File: src/rtl/reg_wb_arbiter.sv
// rtl/reg_wb_arbiter.sv - LC3 register-file write-port arbiter with init sequencer and busy scoreboard
module reg_wb_arbiter #(
    parameter int          STARVE_LIMIT = 3,
    parameter logic [15:0] INIT_VALUE   = 16'h0000
) (
    input  logic        clk,
    input  logic        rst,
    input  logic        alu_valid,
    output logic        alu_ready,
    input  logic [2:0]  alu_dr,
    input  logic [15:0] alu_data,
    input  logic        mem_valid,
    output logic        mem_ready,
    input  logic [2:0]  mem_dr,
    input  logic [15:0] mem_data,
    input  logic        rsv_en,
    input  logic [2:0]  rsv_dr,
    output logic [7:0]  busy,
    output logic        init_done,
    output logic        rf_en,
    output logic [2:0]  rf_dr,
    output logic [15:0] rf_data
);

    typedef enum logic {S_INIT, S_RUN} state_t;

    localparam logic [3:0] STARVE_LIM4 = 4'(STARVE_LIMIT);

    state_t      state, state_nx;
    logic [2:0]  idx;
    logic [3:0]  starve_cnt;
    logic        wb_fire;
    logic [2:0]  wb_dr;
    logic [15:0] wb_data;
    logic [7:0]  busy_nx;

    always_comb begin
        state_nx  = state;
        alu_ready = 1'b0;
        mem_ready = 1'b0;
        if (state == S_INIT && idx == 3'd7) begin
            state_nx = S_RUN;
        end
        // Loads win conflicts until the ALU has waited STARVE_LIMIT cycles
        if (state == S_RUN && !rst) begin
            if (mem_valid && (!alu_valid || starve_cnt < STARVE_LIM4)) begin
                mem_ready = 1'b1;
            end else if (alu_valid) begin
                alu_ready = 1'b1;
            end
        end
    end

    always_comb begin
        wb_fire = alu_ready | mem_ready;
        wb_dr   = mem_ready ? mem_dr   : alu_dr;
        wb_data = mem_ready ? mem_data : alu_data;
        busy_nx = busy;
        if (state == S_RUN) begin
            if (wb_fire) begin
                busy_nx[wb_dr] = 1'b0;
            end
            // A same-cycle reservation is younger than the completing write
            if (rsv_en) begin
                busy_nx[rsv_dr] = 1'b1;
            end
        end
    end

    always_ff @(posedge clk) begin
        if (rst) begin
            state      <= S_INIT;
            idx        <= 3'd0;
            rf_en      <= 1'b0;
            rf_dr      <= 3'd0;
            rf_data    <= 16'h0000;
            busy       <= 8'h00;
            init_done  <= 1'b0;
            starve_cnt <= 4'd0;
        end else begin
            state <= state_nx;
            busy  <= busy_nx;
            if (state == S_INIT) begin
                rf_en   <= 1'b1;
                rf_dr   <= idx;
                rf_data <= INIT_VALUE;
                if (idx == 3'd7) begin
                    init_done <= 1'b1;
                    idx       <= 3'd0;
                end else begin
                    idx <= idx + 3'd1;
                end
            end else begin
                rf_en <= wb_fire;
                if (wb_fire) begin
                    rf_dr   <= wb_dr;
                    rf_data <= wb_data;
                end
            end
            if (alu_valid && mem_ready) begin
                if (starve_cnt != 4'd15) begin
                    starve_cnt <= starve_cnt + 4'd1;
                end
            end else if (alu_ready || !alu_valid) begin
                starve_cnt <= 4'd0;
            end
        end
    end

endmodule

File: config.mk
export PLATFORM = sky130hd
export DESIGN_NAME = reg_wb_arbiter
export DESIGN_NICKNAME = d
export VERILOG_FILES = /design/src/rtl/reg_wb_arbiter.sv
export SDC_FILE = /design/constraint.sdc
export NUM_CORES = 1
export LEC_CHECK = 0
export ABC_AREA = 1
export CORE_MARGIN = 3
export CORE_UTILIZATION = 45
export CTS_BUF_LIST = sky130_fd_sc_hd__clkbuf_4
export DETAILED_ROUTE_END_ITERATION = 12
export DONT_BUFFER_PORTS = 1
export GPL_TIMING_DRIVEN = 0
export PLACE_DENSITY_LB_ADDON = 0.08
export SLEW_MARGIN = 20
export SYNTH_ARGS = -nofsm -noshare
export SYNTH_HDL_FRONTEND = slang
export SYNTH_SLANG_ARGS = --single-unit
File: constraint.sdc
create_clock -name clk -period 2.25 [get_ports clk]
set_input_delay 0.1125 -clock clk [delete_from_list [all_inputs] [get_ports clk]]
set_output_delay 0.1125 -clock clk [all_outputs]
set_load 0.03 [all_outputs]
==> summary.md, run 1 <==
| Metric | Value |
|---|---|
| Slew Limit Fails | `0` |
| Final nets | `286` |
| Sw Ratio | `24.7%` |
| 1st-iter DRT viols | `a little over 50` |
| Number of global-route vias before repair | `roughly 1400` |
| Max Root-Sink Buffers | `2` |
| Minimum clock period | `2.09 ns` |
| CTS sink count | `36` |
| Switching power | `264 uW` |
| Synth unique cells | `27` |
| Initial antenna violation count | `0` |
| CP Class | `reg2out` |
| DRC | `0` |
| #FFs+latches synth | `36` |
| TritonCTS Buffers | `5` |
| Post-Synth Simple-Gate Area | `24.8%` |
| Dpl ws | `0.425 ns` |
| CP top delay family | `buffers and inverters` |
| Ant diodes | `0` |
| Combinational family with the most area after synthesis | `simple AND/OR/NAND/NOR gates` |
| Period utilization | `92.8%` |
| Max Fclk | `~480 MHz` |
| Commonest non-fill, non-tap cell in the layout | `nand2_1` |
| Part of the power in the clock network | `a little under a third` |
| Slew headroom | `69.9%` |
| RSZ-0062 raised after global routing | `no` |
| Synth warn | `0` |
| Mux share of post-synthesis cell area | `0%` |
| Final WL | `4.20 mm` |
| Layout cell share with drive strength beyond 1 | `12.2%` |
| CP max FO | `10` |
| Critical Path End | `alu_ready` |
| Crit-path cells | `buf_6 > inv_6 > nor2_8 > inv_2 > nor2_8 > nand2_4 > buf_6 > inv_1` |
| Drt pass-1 iters | `4` |
| Synth Area in Compound Gates | `19.0%` |
| Int Power | `808 uW` |
| Rows | `21` |
| R2R depth | `10` |
| Largest net degree at the start of global routing | `11` |
| First-pass GRT wire length | `6.42 mm` |
| Gr usage total | `18.7%` |
| Crit path capture type | `output pin` |
| FF-to-FF setup slack | `0.43 ns` |
| Worst VDD drop | `0.000321 V` |
| CTS tree | `done` |
| # resized after CTS | `0` |
| Fin. Hold Viols | `0` |
| Adder-cell share of the synthesized area | `2.16%` |
| Synthesized area | `0.00174 mm^2` |
| Area delta synth->final | `12.5%` |
| Combinational Power Share | `about 7.4%` |
| Initial Utilization | `49.4%` |
| GRT overflow | `0` |
| Status | `complete, no violations` |
| Post-route setup slack | `between 0.15 and 0.2 ns` |
| Reg-to-reg endpoint | `busy[6]` |
| Critical Path Slowest Stage Cell | `dfxtp_1` |
| Setup TNS | `0 ns` |
| Syn nets | `about 270` |
| Slowest stage delay, CP | `0.54 ns` |
| Cell count after synthesis | `219` |
| Critical Path AT | `1.98 ns` |
| Post-Synth XOR/XNOR Area | `0%` |
| # Max-Cap Violations | `0` |
| Routed vias/inst | `5.43` |
| Critical Path Start Type | `flop` |
| Clk Latency, worst-skew pair | `0.34 ns` |
| H-tree depth | `2` |
| Reg power frac | `between 60% and 70%` |
| Clock Skew | `approximately 0.0037 ns` |
| Pwr dens | `~550 mW/mm^2` |
| Worst path depth | `8` |
| PortBufs | `0` |
| DR vias | `1537` |
| Post-DRT Antenna Nets | `0` |
| Pleak | `0.000768 uW` |
| CTS clk-pin slew, worst paths | `approximately 0.1 ns` |
| Die Y | `approximately 70 um` |
| DR WL/cell | `approximately 15 um` |
| Buf+Inv Stages, Crit Path | `5` |
| Routability cong. | `0.742` |
| Most frequent cells in the layout | `nand2_1, dfxtp_1, inv_1` |
| Die area | `about 0.0046 mm^2` |
| Slew @ Worst Pin | `~0.45 ns` |
| Register area share after synthesis | `41.4%` |
| DP HPWL | `between 3 and 4 mm` |
| # IOs | `77` |
| Crit path from | `init_done` |
| Worst reg2reg path startpoint | `init_done` |
| Hold crit path type | `in2reg` |
| Die X | `68.2 um` |
| CP Data Required Time | `2.14 ns` |
| Final setup viols | `0` |
| Root Buffer | `clkbuf_4` |
| Synthesized area per cell | `7.95 um^2` |
| CORE AREA | `between 0.003 and 0.004 mm^2` |
-- cells in the mapped netlist --
cell / n / area share, %
nand2_1: 41 / 8.8
dfxtp_1: 36 / 41
inv_1: 34 / 7.3
a21oi_1: 29 / 8.3
o221ai_1: 16 / 8.1
nor2_1: 12 / 2.6
nand4_1: 7 / 2.5
nand3_1: 6 / 1.7
buf_2: 5 / 1.4
buf_6: 4 / 2.6
nor3_1: 4 / 1.2
o21ai_0: 4 / 1.2
ha_1: 3 / 2.2
nor2_8: 3 / 3.5
a31oi_1: 2 / 0.72
nand2_4: 2 / 1.3
clkbuf_1: 1 / 0.22
inv_2: 1 / 0.22
inv_4: 1 / 0.36
inv_6: 1 / 0.50
nand2_2: 1 / 0.36
nand3_4: 1 / 1.0
nand3b_1: 1 / 0.43
nor2_2: 1 / 0.36
nor2_4: 1 / 0.65
nor3b_1: 1 / 0.43
o211ai_2: 1 / 0.72
-- worst register-to-register path, cell delays in order (launching register included) --
cell and delay, ns:
dfxtp_1 0.54, buf_6 0.21, inv_6 0.07, nor2_8 0.14, nand3_4 0.14, inv_4 0.16
nor2_8 0.06, nor2_2 0.18, nand2_1 0.08, nand2_1 0.06, a21oi_1 0.06
-- final cells by class --
| class | instances | area, um^2 |
|---|---|---|
| Fill cell | 333 | 1560 |
| Clock inverter | 1 | 5.00 |
| Sequential cell | 36 | 721 |
| Multi-Input combinational cell | 136 | 800 |
| Timing Repair Buffer | 11 | 110 |
| Buffer | 10 | 73.8 |
| Clock buffer | 6 | 45.0 |
| Tap cell | 46 | 57.6 |
| Inverter | 37 | 146 |
-- power groups by stage --
| stage | registers (uW) | clock network [uW] | logic [uW] |
|---|---|---|---|
| 2_1_floorplan | 679 | 0 | 51.7 |
| 3_3_place_gp | 681 | 0 | 60.6 |
| 3_5_place_dp | 682 | 0 | 64.0 |
| 4_1_cts | 667 | 335 | 80.0 |
| 5_1_grt | 669 | 363 | 91.1 |
| 6_report | 667 | 326 | 79.1 |
-- logic make-up (layout without fill, tap and decap cells) --
kind of cell / count (synthesis) / after routing
DFF: 36 / 36
buffers and inverters: 47 / 65
adders and majority gates: 3 / 3
AOI/OAI and AO/OA: 52 / 52
and+or+nand+nor: 81 / 81
-- flip-flops by register name, summed over array words and instances (netlist names) --
signal / flops
rf_data: 16
rf_en: 1
rf_dr: 3
init_done: 1
idx: 3
busy: 8
starve_cnt: 4
-- metrics by stage --
stage / total power [uW] / util (%) / hold WS (ns) / cell area (um^2) / instances
after CTS: 1080 / 55.6 / 0.00122 / 1960 / 283
after floorplan: 731 / - / 0.274 / 1740 / 219
after detailed placement: 746 / 51.1 / 0.296 / 1800 / 265
after global routing: 1120 / 55.6 / 0.00618 / 1960 / 283
final: 1070 / 55.6 / 0.00224 / 1960 / 283
after global placement: 742 / 51.1 / 0.285 / 1800 / 265
-- worst min path at each step --
stage                    end  depth (start not counted)  slack, ns          from
3_3_place_gp   starve_cnt[1]                          2       0.29     alu_valid
3_5_place_dp   starve_cnt[1]                          2       0.30     alu_valid
4_1_cts              busy[0]                          3      0.001     rsv_dr[1]
5_1_grt          rf_data[15]                          2      0.006  alu_data[15]
6_report          rf_data[0]                          2      0.002   alu_data[0]
2_1_floorplan  starve_cnt[1]                          2       0.27     alu_valid
-- per-layer routing --
metal	GRT usage [%]	routed length [um]
met5	0	0
met4	8.19	69
met1	20.6	1690
met3	5.58	401
met2	32.9	2040
-- timing repair --
| action | 4_1_cts | 5_1_grt |
|---|---|---|
| hold endpoints to repair | 17 | 0 |
| hold buffers | 11 | 0 |
| setup buffers | 0 | 0 |
Note: power is estimated with default switching activity, not from simulation.
==> run 2, diff against run 1 <==
==> constraint.sdc (replaced) <==
create_clock -name clk -period 2.4 [get_ports clk]
set_input_delay 0.12 -clock clk [delete_from_list [all_inputs] [get_ports clk]]
set_output_delay 0.12 -clock clk [all_outputs]
set_load 0.02 [all_outputs]
==> summary.md, run 2 (synthesized netlist as in run 1, its figures left out) <==
| Metric | Value |
|---|---|
| Status | `complete, no violations` |
| Minimum clock period | `roughly 2.0 ns` |
| Max FFs per register | `16 (unchanged)` |
| GRT overflow | `0 (unchanged)` |
| Pleak | `0.000752 uW (-2.2%)` |
| Crit-path cells | `buf_6 > inv_6 > nor2_8 > inv_2 > nor2_8 > nand2_4 > buf_6 > inv_1` |
| H-tree depth | `2 (unchanged)` |
| Gr usage total | `18.5% (-0.21 points)` |
| Worst hold endpoint | `rf_data[6]` |
| CP top delay family | `buffers and inverters` |
| Hold crit path type | `in2reg` |
| Largest registers | `rf_data (16), busy (8), starve_cnt (4)` |
| Clock Skew | `0.00325 ns (-0.000475 ns)` |
| DR vias | `1517 (-1.3%)` |
| Final nets | `282 (-1.4%)` |
| Rows | `21 (unchanged)` |
| Initial antenna violation count | `0 (unchanged)` |
| PortBufs | `0 (unchanged)` |
| Commonest non-fill, non-tap cell in the layout | `nand2_1` |
| DP HPWL | `3.23 mm (unchanged)` |
| RSZ-0062 raised after global routing | `no` |
| Critical Path AT | `1.85 ns (-0.13 ns)` |
| Area delta synth->final | `10.2%` |
| Clk Latency, worst-skew pair | `0.34 ns (about the same)` |
| Pwr dens | `519 mW/mm^2 (-5.2%)` |
| R2R depth | `9 (-1)` |
| Buf+Inv Stages, Crit Path | `5 (unchanged)` |
| FF-to-FF setup slack | `0.67 ns (+0.24 ns)` |
| First-pass GRT wire length | `6.35 mm (-0.98%)` |
| 1st-iter DRT viols | `58 (+14%)` |
| Max Fclk | `~510 MHz` |
| Die X | `68.2 um (unchanged)` |
| Slew Limit Fails | `0 (unchanged)` |
| Biggest register | `rf_data` |
| Most frequent cells in the layout | `nand2_1, dfxtp_1, inv_1` |
| # IOs | `77 (unchanged)` |
| TritonCTS Buffers | `5 (unchanged)` |
| Slowest stage delay, CP | `0.47 ns (-0.07 ns)` |
| DR WL/cell | `15.0 um (+0.97%)` |
| Final setup viols | `0 (unchanged)` |
| Register area | `721 um^2 (unchanged)` |
| Reg-to-reg endpoint | `rf_data[8]` |
| CTS sink count | `36 (unchanged)` |
| Largest net degree at the start of global routing | `11 (unchanged)` |
| Critical Path Start Type | `flop` |
| Slew headroom | `69.9% (about the same)` |
| Drt pass-1 iters | `4 (unchanged)` |
| Area of the multi-input gates | `800 um^2 (unchanged)` |
| Number of setup buffers added after CTS | `0 (unchanged)` |
| Final WL | `4.18 mm (-0.45%)` |
| Ant diodes | `0 (unchanged)` |
| Die Y | `68.2 um (unchanged)` |
| Worst reg2reg path startpoint | `init_done` |
| # Max-Cap Violations | `0 (unchanged)` |
| Hold Path Depth | `2 (unchanged)` |
| Worst VDD drop | `0.000301 V (-6.3%)` |
| CTS clk-pin slew, worst paths | `0.10 ns (about the same)` |
| Fin. Hold Viols | `0 (unchanged)` |
| CORE AREA | `0.00352 mm^2 (unchanged)` |
| Pwr Total | `996 uW (-7.1%)` |
| Setup TNS | `0 ns (unchanged)` |
| Initial Utilization | `49.4% (unchanged)` |
| Root Buffer | `clkbuf_4` |
| Period utilization | `between 80% and 90%` |
| CP Data Required Time | `2.28 ns (+0.14 ns)` |
| Critical Path Slowest Stage Cell | `dfxtp_1` |
| Routed vias/inst | `5.44 (+0.11%)` |
| DRC | `0 (unchanged)` |
| Slew @ Worst Pin | `0.452 ns (-0.0000651 ns)` |
| CP Class | `reg2out` |
| CTS tree | `done` |
| CP max FO | `10 (unchanged)` |
| Die area | `0.00465 mm^2 (unchanged)` |
| Hold wc startpoint | `alu_data[6]` |
| Max Root-Sink Buffers | `2 (unchanged)` |
| Number of global-route vias before repair | `1408 (-1.4%)` |
| Final hold slack | `0.00618 ns (+0.00394 ns)` |
| Post-DRT Antenna Nets | `0 (unchanged)` |
| Hold buffers post-CTS | `6 (-5)` |
| Routability cong. | `0.742 (unchanged)` |
| Layout cell share with drive strength beyond 1 | `12.4% (+0.21 points)` |
| Crit path capture type | `output pin` |
| # resized after CTS | `0 (unchanged)` |
| Fill cell count | `338 (+1.5%)` |
==> run 2: changes by cell type in the layout (fill, tap and decap cells not counted), sizes merged <==
| cell | change |
|---|---|
| dlygate4sd3 | -4 |
==> run 2: worst reg2reg max path, cell delays in order (launching register included) <==
cell and delay, ns:
dfxtp_1 0.47, buf_6 0.20, inv_6 0.07, nor2_8 0.14, inv_2 0.08, nor2_8 0.13, nand2_4 0.10, buf_6 0.16
o221ai_1 0.19, a21oi_1 0.07
==> run 2: layout make-up <==
type                       instances  share of cell area (%)
inverter                          37                    7.63
clock inverter                     1                   0.261
tap                               46                    3.00
clock buffer                       6                    2.35
buffer                            10                    3.85
sequential                        36                    37.6
multi-input combinational        136                    41.7
timing repair buffer               7                    3.65
==> run 2: power by group <==
group	switching [uW]	internal, uW
combinational	42.9	26.3
sequential	14.1	607
clock	186	119
total	243	753
==> run 2: per-stage QoR <==
stage | cell area [um^2] | instances | utilization (%) | worst slack (ns)
after global routing | 1920 | 279 | 54.5 | 0.310
after detailed placement | 1800 | 265 | 51.1 | 0.677
after CTS | 1910 | 278 | 54.2 | 0.400
after floorplan | 1740 | 219 | - | 0.878
final | 1920 | 279 | 54.5 | 0.435
after global placement | 1800 | 265 | 51.1 | 0.683
==> run 2: worst max-delay path by stage <==
stage,start,endpoint,slack (ns),cells after the start
after global routing,init_done,alu_ready,0.31,8
after floorplan,init_done,busy[4],0.88,10
after global placement,init_done,busy[6],0.68,10
final,init_done,alu_ready,0.43,8
after detailed placement,init_done,busy[6],0.68,10
after CTS,init_done,alu_ready,0.40,8
==> run 2: layer usage <==
| metal | up-vias | share of wire, % | global-route usage, % |
|---|---|---|---|
| met1 | 695 | 41 | 20.4 |
| met5 | - | 0 | 0 |
| met3 | 7 | 9.3 | 5.58 |
| li1 | 760 | - | - |
| met2 | 55 | 48 | 32.4 |
| met4 | 0 | 1.6 | 8.19 |
